===== config.mk =====
export PLATFORM = sky130hd
export DESIGN_NAME = counter_sched
export DESIGN_NICKNAME = d
export VERILOG_FILES = /design/src/rtl/counter_sched.sv
export SDC_FILE = /design/constraint.sdc
export NUM_CORES = 1
export LEC_CHECK = 0
export BUFFER_PORTS_ARGS = -buffer_cell sky130_fd_sc_hd__clkbuf_2
export CORE_MARGIN = 2
export CORE_UTILIZATION = 50
export DETAILED_ROUTE_END_ITERATION = 8
export HOLD_SLACK_MARGIN = 0.05
export PLACE_DENSITY = 0.76
export SETUP_SLACK_MARGIN = 0.1
export SYNTH_ARGS = -nofsm -noshare
export SYNTH_HDL_FRONTEND = slang
export SYNTH_SLANG_ARGS = --single-unit

===== constraint.sdc =====
create_clock -name clk -period 2.6 [get_ports clk]
set_input_delay 0.13 -clock clk [delete_from_list [all_inputs] [get_ports clk]]
set_output_delay 0.13 -clock clk [all_outputs]
set_load 0.01 [all_outputs]

===== src/rtl/counter_sched.sv =====
// counter_sched: round-robin scheduler that shares one up/down interval counter
// among NREQ requesters.
//
// A requester holds req[i] high and presents dir[i] and len[i]. The block grants the
// counter to one requester at a time and runs the count. It shows terminal count on
// ripple_out, then pulses done[i] to the winner for one cycle.
//
// Ports:
//   clk        in   rising-edge clock
//   clear_n    in   asynchronous active-low reset
//   req        in   [NREQ]     level requests; held for the whole interval
//   dir        in   [NREQ]     0 = count up 0..len, 1 = count down len..0
//   len        in   [NREQ*CW]  interval length; requester i uses [i*CW +: CW]
//   gnt        out  [NREQ]     registered one-hot grant
//   busy       out             counter owned (RUN)
//   count      out  [CW]       current counter value
//   ripple_out out             RUN and count at terminal (combinational)
//   done       out  [NREQ]     one-cycle completion pulse to the winner
module counter_sched #(
  parameter int unsigned NREQ = 4,
  parameter int unsigned CW   = 6,
  parameter int unsigned MAXC = 20
) (
  input  logic               clk,
  input  logic               clear_n,
  input  logic [NREQ-1:0]    req,
  input  logic [NREQ-1:0]    dir,
  input  logic [NREQ*CW-1:0] len,
  output logic [NREQ-1:0]    gnt,
  output logic               busy,
  output logic [CW-1:0]      count,
  output logic               ripple_out,
  output logic [NREQ-1:0]    done
);

  localparam int unsigned   IW      = (NREQ > 1) ? $clog2(NREQ) : 1;
  localparam logic [CW-1:0] MaxVal  = CW'(MAXC);
  localparam logic [CW-1:0] One     = CW'(1);
  localparam logic [IW-1:0] LastIdx = IW'(NREQ - 1);
  localparam logic [NREQ-1:0] OneHot0 = NREQ'(1);

  typedef enum logic [1:0] {StIdle, StRun, StDone} state_e;

  state_e          state_q, state_d;
  logic [IW-1:0]   ptr_q, ptr_d;     // last winner; search starts one past it
  logic [IW-1:0]   win_q, win_d;
  logic            dir_q, dir_d;
  logic [CW-1:0]   lenc_q, lenc_d;   // clamped length captured at grant
  logic [CW-1:0]   count_q, count_d;
  logic [NREQ-1:0] gnt_q, gnt_d;
  logic [NREQ-1:0] done_q, done_d;
  logic            busy_q, busy_d;

  logic [CW-1:0]   len_a [NREQ];
  logic [CW-1:0]   term;
  logic [CW-1:0]   sel_len;
  logic            found;
  logic [IW-1:0]   pick;
  int unsigned     idx;

  always_comb begin
    for (int unsigned i = 0; i < NREQ; i++) begin
      len_a[i] = len[i*CW +: CW];
    end
  end

  // Round-robin search: first set request at ptr+1, ptr+2, ... (mod NREQ).
  always_comb begin
    found = 1'b0;
    pick  = '0;
    idx   = 0;
    for (int unsigned k = 1; k <= NREQ; k++) begin
      idx = (32'(ptr_q) + k) % NREQ;
      if (!found && req[IW'(idx)]) begin
        found = 1'b1;
        pick  = IW'(idx);
      end
    end
  end

  assign term = dir_q ? '0 : lenc_q;

  always_comb begin
    state_d = state_q;
    ptr_d   = ptr_q;
    win_d   = win_q;
    dir_d   = dir_q;
    lenc_d  = lenc_q;
    count_d = count_q;
    gnt_d   = gnt_q;
    done_d  = '0;
    busy_d  = busy_q;
    sel_len = (len_a[pick] > MaxVal) ? MaxVal : len_a[pick];
    unique case (state_q)
      StIdle: begin
        if (found) begin
          state_d = StRun;
          win_d   = pick;
          dir_d   = dir[pick];
          lenc_d  = sel_len;
          count_d = dir[pick] ? sel_len : '0;
          gnt_d   = OneHot0 << pick;
          busy_d  = 1'b1;
        end
      end
      StRun: begin
        // A dropped request aborts, ahead of both terminal detection and stepping.
        if (!req[win_q]) begin
          state_d = StIdle;
          gnt_d   = '0;
          count_d = '0;
          busy_d  = 1'b0;
          ptr_d   = win_q;
        end else if (count_q == term) begin
          state_d = StDone;
          gnt_d   = '0;
          busy_d  = 1'b0;
          done_d  = OneHot0 << win_q;
          ptr_d   = win_q;
        end else begin
          count_d = dir_q ? (count_q - One) : (count_q + One);
        end
      end
      StDone: begin
        state_d = StIdle;
      end
      default: begin
        state_d = StIdle;
      end
    endcase
  end

  always_ff @(posedge clk or negedge clear_n) begin
    if (!clear_n) begin
      state_q <= StIdle;
      ptr_q   <= LastIdx;
      win_q   <= '0;
      dir_q   <= 1'b0;
      lenc_q  <= '0;
      count_q <= '0;
      gnt_q   <= '0;
      done_q  <= '0;
      busy_q  <= 1'b0;
    end else begin
      state_q <= state_d;
      ptr_q   <= ptr_d;
      win_q   <= win_d;
      dir_q   <= dir_d;
      lenc_q  <= lenc_d;
      count_q <= count_d;
      gnt_q   <= gnt_d;
      done_q  <= done_d;
      busy_q  <= busy_d;
    end
  end

  assign gnt        = gnt_q;
  assign done       = done_q;
  assign busy       = busy_q;
  assign count      = count_q;
  assign ripple_out = (state_q == StRun) && (count_q == term);

endmodule


======== Yosys cells after proc, flatten, opt, wreduce, memory -nomap -nowiden ========
Index checks and enable logic that the tools add are counted.
cells by class
  mux-type cells .......................... 48
  order comparisons ....................... 8
  shift operators ......................... 2
  bitwise logic cells ..................... 1
  reductions and logical operators ........ 14
  equal/unequal tests ..................... 6
  add/subtract/negate cells ............... 6
operator list
  cell                                                         count
  2-to-1 mux 6 bit                                             9
  2-to-1 mux 4 bit                                             6
  less-than comparator 2 x 3 -> 1 bit (second input constant)  6
  2-to-1 mux 2 bit                                             9
  2-to-1 mux 1 bit                                             13
  binary-select mux 1 bit (select 2 bit)                       6
  binary-select mux 6 bit (select 2 bit)                       1
  one-hot mux 6 bit (2 select lines)                           1
  one-hot mux 4 bit (2 select lines)                           1
  << shifter 1 x 2 -> 4 bit (first input constant)             2
  adder 6 x 1 -> 6 bit (second input constant)                 1
  equality test 6 bit                                          1
  > comparator 6 x 5 -> 1 bit (second input constant)          1
  AND reduction 2 bit                                          3
  AND reduction 3 bit                                          2
  subtractor 6 x 1 -> 6 bit (second input constant)            1
  adder 2 x 1 -> 2 bit (second input constant)                 2
  adder 2 bit (second input constant)                          2
  logical AND 1 bit                                            4
  one-hot mux 2 bit (2 select lines)                           1
  >= comparator 3 bit (second input constant)                  1
  logical NOT 1 bit                                            3
  inequality test 3 x 2 -> 1 bit (second input constant)       1
  inequality test 3 bit (second input constant)                1
  7 further kinds                                              7
word-level totals
  register bits ........................... 28
  word-level logic and storage cells ...... 94
  output and inout bits ................... 16
  bits of input ports ..................... 34

======== Logic depth before layout (Yosys ltp) ========
Gate-level depths: netlist (run 1).
  depth after elaboration ................. 22
  mapped depth ............................ 7
  mapped depth without buffers ............ 7

======== Least setup slack after synthesis (run 1) ========
OpenSTA, ideal clock, no wires.
  path type ............................... register to register
  start point ............................. register ptr_q[0]
  end point ............................... register count_q[3], in the netlist count[3]
  library setup time ...................... 0.126 ns
  slack ................................... 0.263 ns
  path buffers ............................ 0
  stages on the path, launching flop included .. 7
  data required time ...................... 2.474 ns
  arrival ................................. 2.211 ns
  period minus slack after synthesis ...... 2.337 ns
  cells stage by stage .................... dfstp_2 > nand2b_1 > o21ai_1 > a211oi_4 > mux4_2 > and2_1 > a221o_1
on the way
  longest elaborated chain between the ends .. 22
  elaborated cells between the ends (all ways) .. 39
  classes of those cells .................. add/sub (4); order compare (1); eq/ne (1); mux (25); bitwise (1); reduce/logical (7)
RTL lines
  item                                                 RTL line  RTL
  from (decl)                                          45        logic [IW-1:0] ptr_q, ptr_d;
  from (signal assigned)                               136       ptr_q <= LastIdx;
  from (signal assigned)                               146       ptr_q <= ptr_d;
  adder 2 x 1 -> 2 bit                                 73        idx = (32'(ptr_q) + k) % NREQ;
  binary-select mux 1 bit (select 2 bit)               74        if (!found && req[IW'(idx)]) begin
  2-to-1 mux 1 bit (not written as such)               74
  2-to-1 mux 1 bit                                     74
  logical NOT 1 bit                                    74
  logical AND 1 bit                                    74
  2-to-1 mux 1 bit                                     74
  logical NOT 1 bit                                    74
  (+5 left out)                                        n/a
  inverter 2 -> 3 bit (not written as such)            93        sel_len = (len_a[pick] > MaxVal) ? MaxVal : len_a[pick];
  binary-select mux 6 bit (select 2 bit)               93
  2-to-1 mux 6 bit (not written as such) (2 in a row)  93
  > comparator 6 x 5 -> 1 bit                          93
  2-to-1 mux 6 bit                                     93
  2-to-1 mux 6 bit                                     101       count_d = dir[pick] ? sel_len : '0;
  2-to-1 mux 6 bit                                     96        if (found) begin
  one-hot mux 6 bit (2 select lines)                   94        unique case (state_q)
  to (signal assigned)                                 150       count_q <= count_d;
  to (decl)                                            49        logic [CW-1:0] count_q, count_d;
Several ways; a longest one is shown, not always the timed one. The select of a mux whose other input is x is not followed.
A chain may end at the register's enable or synchronous reset.

======== Worst setup path in the final report (run 1) ========
Same ends and word-level chain as after synthesis.

==> results of run 1 <==
## area by class of cell
cell class / count / area, um2
clock buffers: 3 / 41.3
clock inverters: 1 / 30.0
fillers: 309 / 1330
inverters: 10 / 37.5
multi-input cells: 147 / 1150
flip-flops and latches: 28 / 703
well taps: 48 / 60.1
repair buffers: 55 / 309
## registers in the layout, summed over array words and instances, names as in the netlist, 2 cells and up
register  count
state_q       2
count         6
lenc_q        6
win_q         2
ptr_q         2
gnt           4
done          4
## worst min-delay path, stage by stage
cell and delay (ps):
clkbuf_2 80, mux4_2 230, nand2_1 50, o21ai_1 100
## power by group
| group | internal, W | total [W] | switching (W) | leakage, nW |
|---|---|---|---|---|
| Sequential | 0.000603 | 0.000805 | 0.000202 | 0.360 |
| Clock | 0.000206 | 0.000340 | 0.000134 | 0.0357 |
| Combinational | 0.000730 | 0.00154 | 0.000815 | 0.741 |
## kinds of logic after synthesis
family          after synthesis
fa+ha+maj                     5
buf+inv                      14
mux                          19
compound gates               53
flops                        28
simple gates                 64
xor+xnor                      6
## stage by stage
step           setup WS, ps  total power (W)  hold slack, ps   util
3_5_place_dp            217          0.00235             194  0.615
5_1_grt                 116          0.00290             411  0.638
6_report                240          0.00269             356  0.638
2_1_floorplan           263          0.00191            -166      -
3_3_place_gp            292          0.00232             196  0.615
4_1_cts                 198          0.00269             353  0.637
## cell usage in the layout, fill, tap and decap left out, types with 4 or more instances in the layout
cell / n
nand2_1: 18
inv_1: 10
a21oi_1: 6
mux2i_1: 12
a211oi_1: 4
xnor2_1: 4
a21o_1: 6
nor2_1: 6
nor3_1: 6
o21ai_1: 9
ha_1: 4
clkbuf_2: 49
dfrtp_1: 26
## layer usage
layer / vias to the layer above / global-route usage / wire [um]
met5: - / 0 / 0
met4: 0 / 0.0521 / 38
met3: 5 / 0.0239 / 284
met2: 63 / 0.338 / 1840
met1: 768 / 0.313 / 2100
li1: 828 / - / -
## worst max-delay path by stage
stage                to  depth (start not counted)
2_1_floorplan  count[3]                          6
3_3_place_gp   count[0]                          7
3_5_place_dp   count[0]                          7
4_1_cts        count[0]                          7
5_1_grt        count[0]                          7
6_report       count[3]                          6
## repair_timing
item	in CTS	in global routing
setup endpoints to repair	0	1
hold endpoints to repair	26	0
buffers inserted	0	0
hold buffers	1	0
gates resized for setup	0	1
==> impl_metrics.yaml, run 1 <==
outcome:
  status: "finished, final reports clean"
placement:
  portBuffers: 49
  post-dp-hpwl_mm: 3.48
  dpl.cell_count: 287
  dpl_cell_area_um2: 2250
  gp_congestion: 0.881
synth:
  synth_xor_area_frac: 0.0275
  synth.most_common_cell: "dfrtp_1"
  yosysSeqAreaShare: 0.368
  synthTopCellsByArea: "dfrtp_1 34%, mux2i_1 6.3%, nand2_1 3.5%"
  synthDistinctLibCells: 60
  synth_cells: 189
  synth-edff-count: 0
  synth_nets: 228
  avgSynthCellArea_um2: 10.1
  synth_compound_area_frac: 0.212
  synth_adder_area_share: 0.0367
  synth_common_cells: "26 x dfrtp_1, 18 x nand2_1, 12 x mux2i_1, 10 x inv_1, 9 x o21ai_1"
  synth_top_family_by_area: "compound AO/OA/AOI/OAI gates"
  yosysTopAreaCellShare: 0.341
  synth_top_area_cell: "dfrtp_1"
  synth-simple-area-share: 0.193
  synth-seq-cells: 28
  synthFlopType: "dfrtp_1"
  synthArstFlopShare: 1.00
  synth_area_um2: 1910
  yosysWarnings: 0
  synthMuxAreaShare: 0.130
worst_setup_path:
  rr_worst_depth: 6
  slowest_delay_ps: 580
  crit_required_ps: 2760
  r2r_slack_ps: 240
  slowest_stage: "mux4_2"
  cp_top_family: "compound AO/OA/AOI/OAI gates"
  crit_arrival_ps: 2520
  crit_buf_inv: 0
  cp-startpoint: "ptr_q[0]"
  r2r-end: "count[3]"
  crit_chain: "nand2b_1 -> o21ai_1 -> a211oi_4 -> mux4_2 -> and2_1 -> a221o_1"
  r2r_start: "ptr_q[0]"
  cp-start-kind: "flop"
  endpoint_kind: "flop"
  path_max_fanout: 3
  worstSetupPathType: "flop to flop"
min_path:
  min-delay-start: "len[19]"
  min_to: "lenc_q[1]"
  hold_class: "input port to flop"
  holdPathStages: 4
die:
  core.rowCount: 22
  io_pins: 50
  die_w_um: 65.8
  initial_utilization: 0.522
  dieArea_um2: 4330
  core-area_um2: 3660
  fp.dieH_um: 65.8
clocking:
  cts_max_level: 1
  cts_made_buffers: 3
  cts.sinks: 28
  cts_tree: "built"
  clockBufferDepth: 2
  clk_pin_slew_ps: 100
  cts-root-buf: "clkbuf_8"
  clock_latency_ps: 280
timing:
  finalClockSkew_ps: 6.90
  worst_pin_slew_ps: 660
  finalCriticalPeriod_ps: 2360
  setup_viol: 0
  slew_headroom: 0.560
  layout_worst_path_cycle_share: 0.908
  finalMaxSlewViolations: 0
  setup_tns_ps: 0
  rsz0062_at_grt: "false"
  clock.fmax_mhz: 424
  hold_viol: 0
cells_and_area:
  drive_above_1_share: 0.311
  nets: 284
  fin_area_um2: 2340
  final_cells: 292
  syn_to_final_growth_pct: 22.3
  antenna_cells: 0
grt:
  first_global_vias: 1606
  grt_use_total: 0.214
  grt-ovfl-total: 0
  antenna_found_initial: 0
  grt_pass1_wl_mm: 7.21
  grt_max_degree: 29
power:
  p_leak_nw: 1.14
  vdd.ir_drop.worst_uv: 534
  p_per_area_nw_per_um2: 1150
detailed_routing:
  drtIter0Drc: 72
  wl_per_cell_um: 14.6
  num_vias: 1664
  vias_per_cell: 5.70
  drcViolationCount: 0
  final_antenna_net_count: 0
  wl_mm: 4.27
  dr.pass1.iters: 4
flow_run:
  cap_violations: 0
(Power assumes the default switching activity.)
==> run 2, diff against run 1 <==
--- a/config.mk
+++ b/config.mk
@@ -7,9 +7,11 @@
 export LEC_CHECK = 0
 export BUFFER_PORTS_ARGS = -buffer_cell sky130_fd_sc_hd__clkbuf_2
+export CELL_PAD_IN_SITES_DETAIL_PLACEMENT = 1
+export CELL_PAD_IN_SITES_GLOBAL_PLACEMENT = 1
 export CORE_MARGIN = 2
-export CORE_UTILIZATION = 50
+export CORE_UTILIZATION = 40
 export DETAILED_ROUTE_END_ITERATION = 8
 export HOLD_SLACK_MARGIN = 0.05
-export PLACE_DENSITY = 0.76
+export PLACE_DENSITY = 0.89
 export SETUP_SLACK_MARGIN = 0.1
 export SYNTH_ARGS = -nofsm -noshare
==> constraint.sdc (replaced) <==
create_clock -name clk -period 2.6 [get_ports clk]
set_input_delay 0 -clock clk [delete_from_list [all_inputs] [get_ports clk]]
set_output_delay 0 -clock clk [all_outputs]
set_load 0.01 [all_outputs]
==> run 2 against run 1 <==
Net effect:
- clock power up 4%
- flip-flop and latch count did not move
- utilization is 13 points lower
- first-iteration DRC count up 11%
- maximum frequency fell by 3.2%
- combinational power rose by 6%
- register-to-register slack got worse by 80 ps
==> impl_metrics.yaml, run 2 (synthesis results as in run 1) <==
placement:
  dp_slack_ps: 188
  post-dp-hpwl_mm: 4.09
  gp_congestion: 0.876
  portBuffers: 49
  dpl_cell_area_um2: 2240
worst_setup_path:
  worstSetupPathType: "flop to flop"
  crit_required_ps: 2780
  crit_arrival_ps: 2610
  endpoint_kind: "flop"
  path_max_fanout: 3
  cp-start-kind: "flop"
min_path:
  hold_class: "input port to flop"
cells_and_area:
  syn_to_final_growth_pct: 23.3
  fin_area_um2: 2350
  regArea_um2: 704
  nets: 287
  antenna_cells: 0
  final_common_cell: "clkbuf_2"
  multi_input_area_um2: 1150
  final_util: 0.505
  drive_above_1_share: 0.324
  nFillCells: 536
  layout_common_cells: "49 x clkbuf_2, 25 x dfrtp_1, 18 x nand2_1, 12 x mux2i_1, 10 x inv_1"
detailed_routing:
  wl_per_cell_um: 18.8
  wl_mm: 5.65
  drtIter0Drc: 80
  drcViolationCount: 0
  dr.pass1.iters: 4
  num_vias: 1760
  vias_per_cell: 5.85
  final_antenna_net_count: 0
die:
  core-area_um2: 4660
  initial_utilization: 0.410
  die_w_um: 73.1
  io_pins: 50
  fp.dieH_um: 73.1
  core.rowCount: 25
  dieArea_um2: 5340
grt:
  grt_pass1_wl_mm: 8.88
  first_global_vias: 1788
  grt_use_total: 0.217
  antenna_found_initial: 0
  grt_max_degree: 29
  grt-ovfl-total: 0
timing:
  finalMaxSlewViolations: 0
  slew_headroom: 0.515
  clock.fmax_mhz: 410
  worst_pin_slew_ps: 723
  finalClockSkew_ps: 1.86
  setup_tns_ps: 0
  finalCriticalPeriod_ps: 2440
  setup_viol: 0
  worst_slack_ps: 163
  layout_worst_path_cycle_share: 0.937
  hold_viol: 0
  rsz0062_at_grt: "false"
clocking:
  clockBufferDepth: 2
  clock_latency_ps: 290
  cts_tree: "built"
  clk_pin_slew_ps: 100
  cts_max_level: 1
  cts.sinks: 28
  cts_made_buffers: 3
  cts-root-buf: "clkbuf_8"
power:
  p_leak_nw: 1.15
  p_per_area_nw_per_um2: 1200
  vdd.ir_drop.worst_uv: 446
outcome:
  status: "finished, final reports clean"
flow_run:
  cap_violations: 0
run 2: cell count changes in the layout (fill, tap and decap cells not counted), sizes merged:
cell / delta
buf: +3
run 2: repair_timing:
item,4_1_cts,5_1_grt
setup buffers,0,4
hold buffers,1,0
endpoints found under the setup margin,0,10
resized for setup,0,2
hold endpoints to repair,26,0
run 2: power by group:
group | switching, W | total [W] | internal [W]
Sequential | 0.000222 | 0.000827 | 0.000604
Combinational | 0.000900 | 0.00164 | 0.000736
Clock | 0.000148 | 0.000355 | 0.000207
run 2: layer usage:
metal / vias to the layer above / wire, um / global-route usage
met2: 49 / 2920 / 0.361
li1: 833 / - / -
met1: 873 / 2430 / 0.297
met3: 5 / 231 / 0.0235
met5: - / 0 / 0
met4: 0 / 73 / 0.0679
run 2: area by class of cell:
| type | instances | share of cell area |
|---|---|---|
| multi-input combinational | 147 | 0.490 |
| sequential | 28 | 0.299 |
| timing repair buffer | 58 | 0.135 |
| tap | 54 | 0.0287 |
| clock buffer | 3 | 0.0175 |
| inverter | 10 | 0.0159 |
| clock inverter | 1 | 0.0128 |
run 2: metrics by stage:
step                      total power [W]  hold slack (ps)  cells
final                             0.00282              226    301
after global routing              0.00302              259    301
after CTS                         0.00274              246    297
after detailed placement          0.00236             84.3    292
after global placement            0.00229             69.9    292
after floorplan                   0.00191             -296    189
run 2: final timing paths:
path                                from         to  slack (ps)  cells after the start
worst max-delay path            ptr_q[0]   count[3]         160                      6
worst min-delay path             len[20]  lenc_q[0]         230                      4
worst max register to register  ptr_q[0]   count[3]         160                      6
worst min register to register    gnt[1]     gnt[1]         500                      1
max in group asynchronous        clear_n      dir_q        1800                      2
min in group asynchronous        clear_n   win_q[0]         300                      2
run 2: critical path, stage by stage, from the launching register on:
cell and delay [ps]:
dfstp_2 570, nand2b_1 170, o21ai_1 160, a211oi_4 320, mux4_2 580, and2_1 190, a221o_1 320
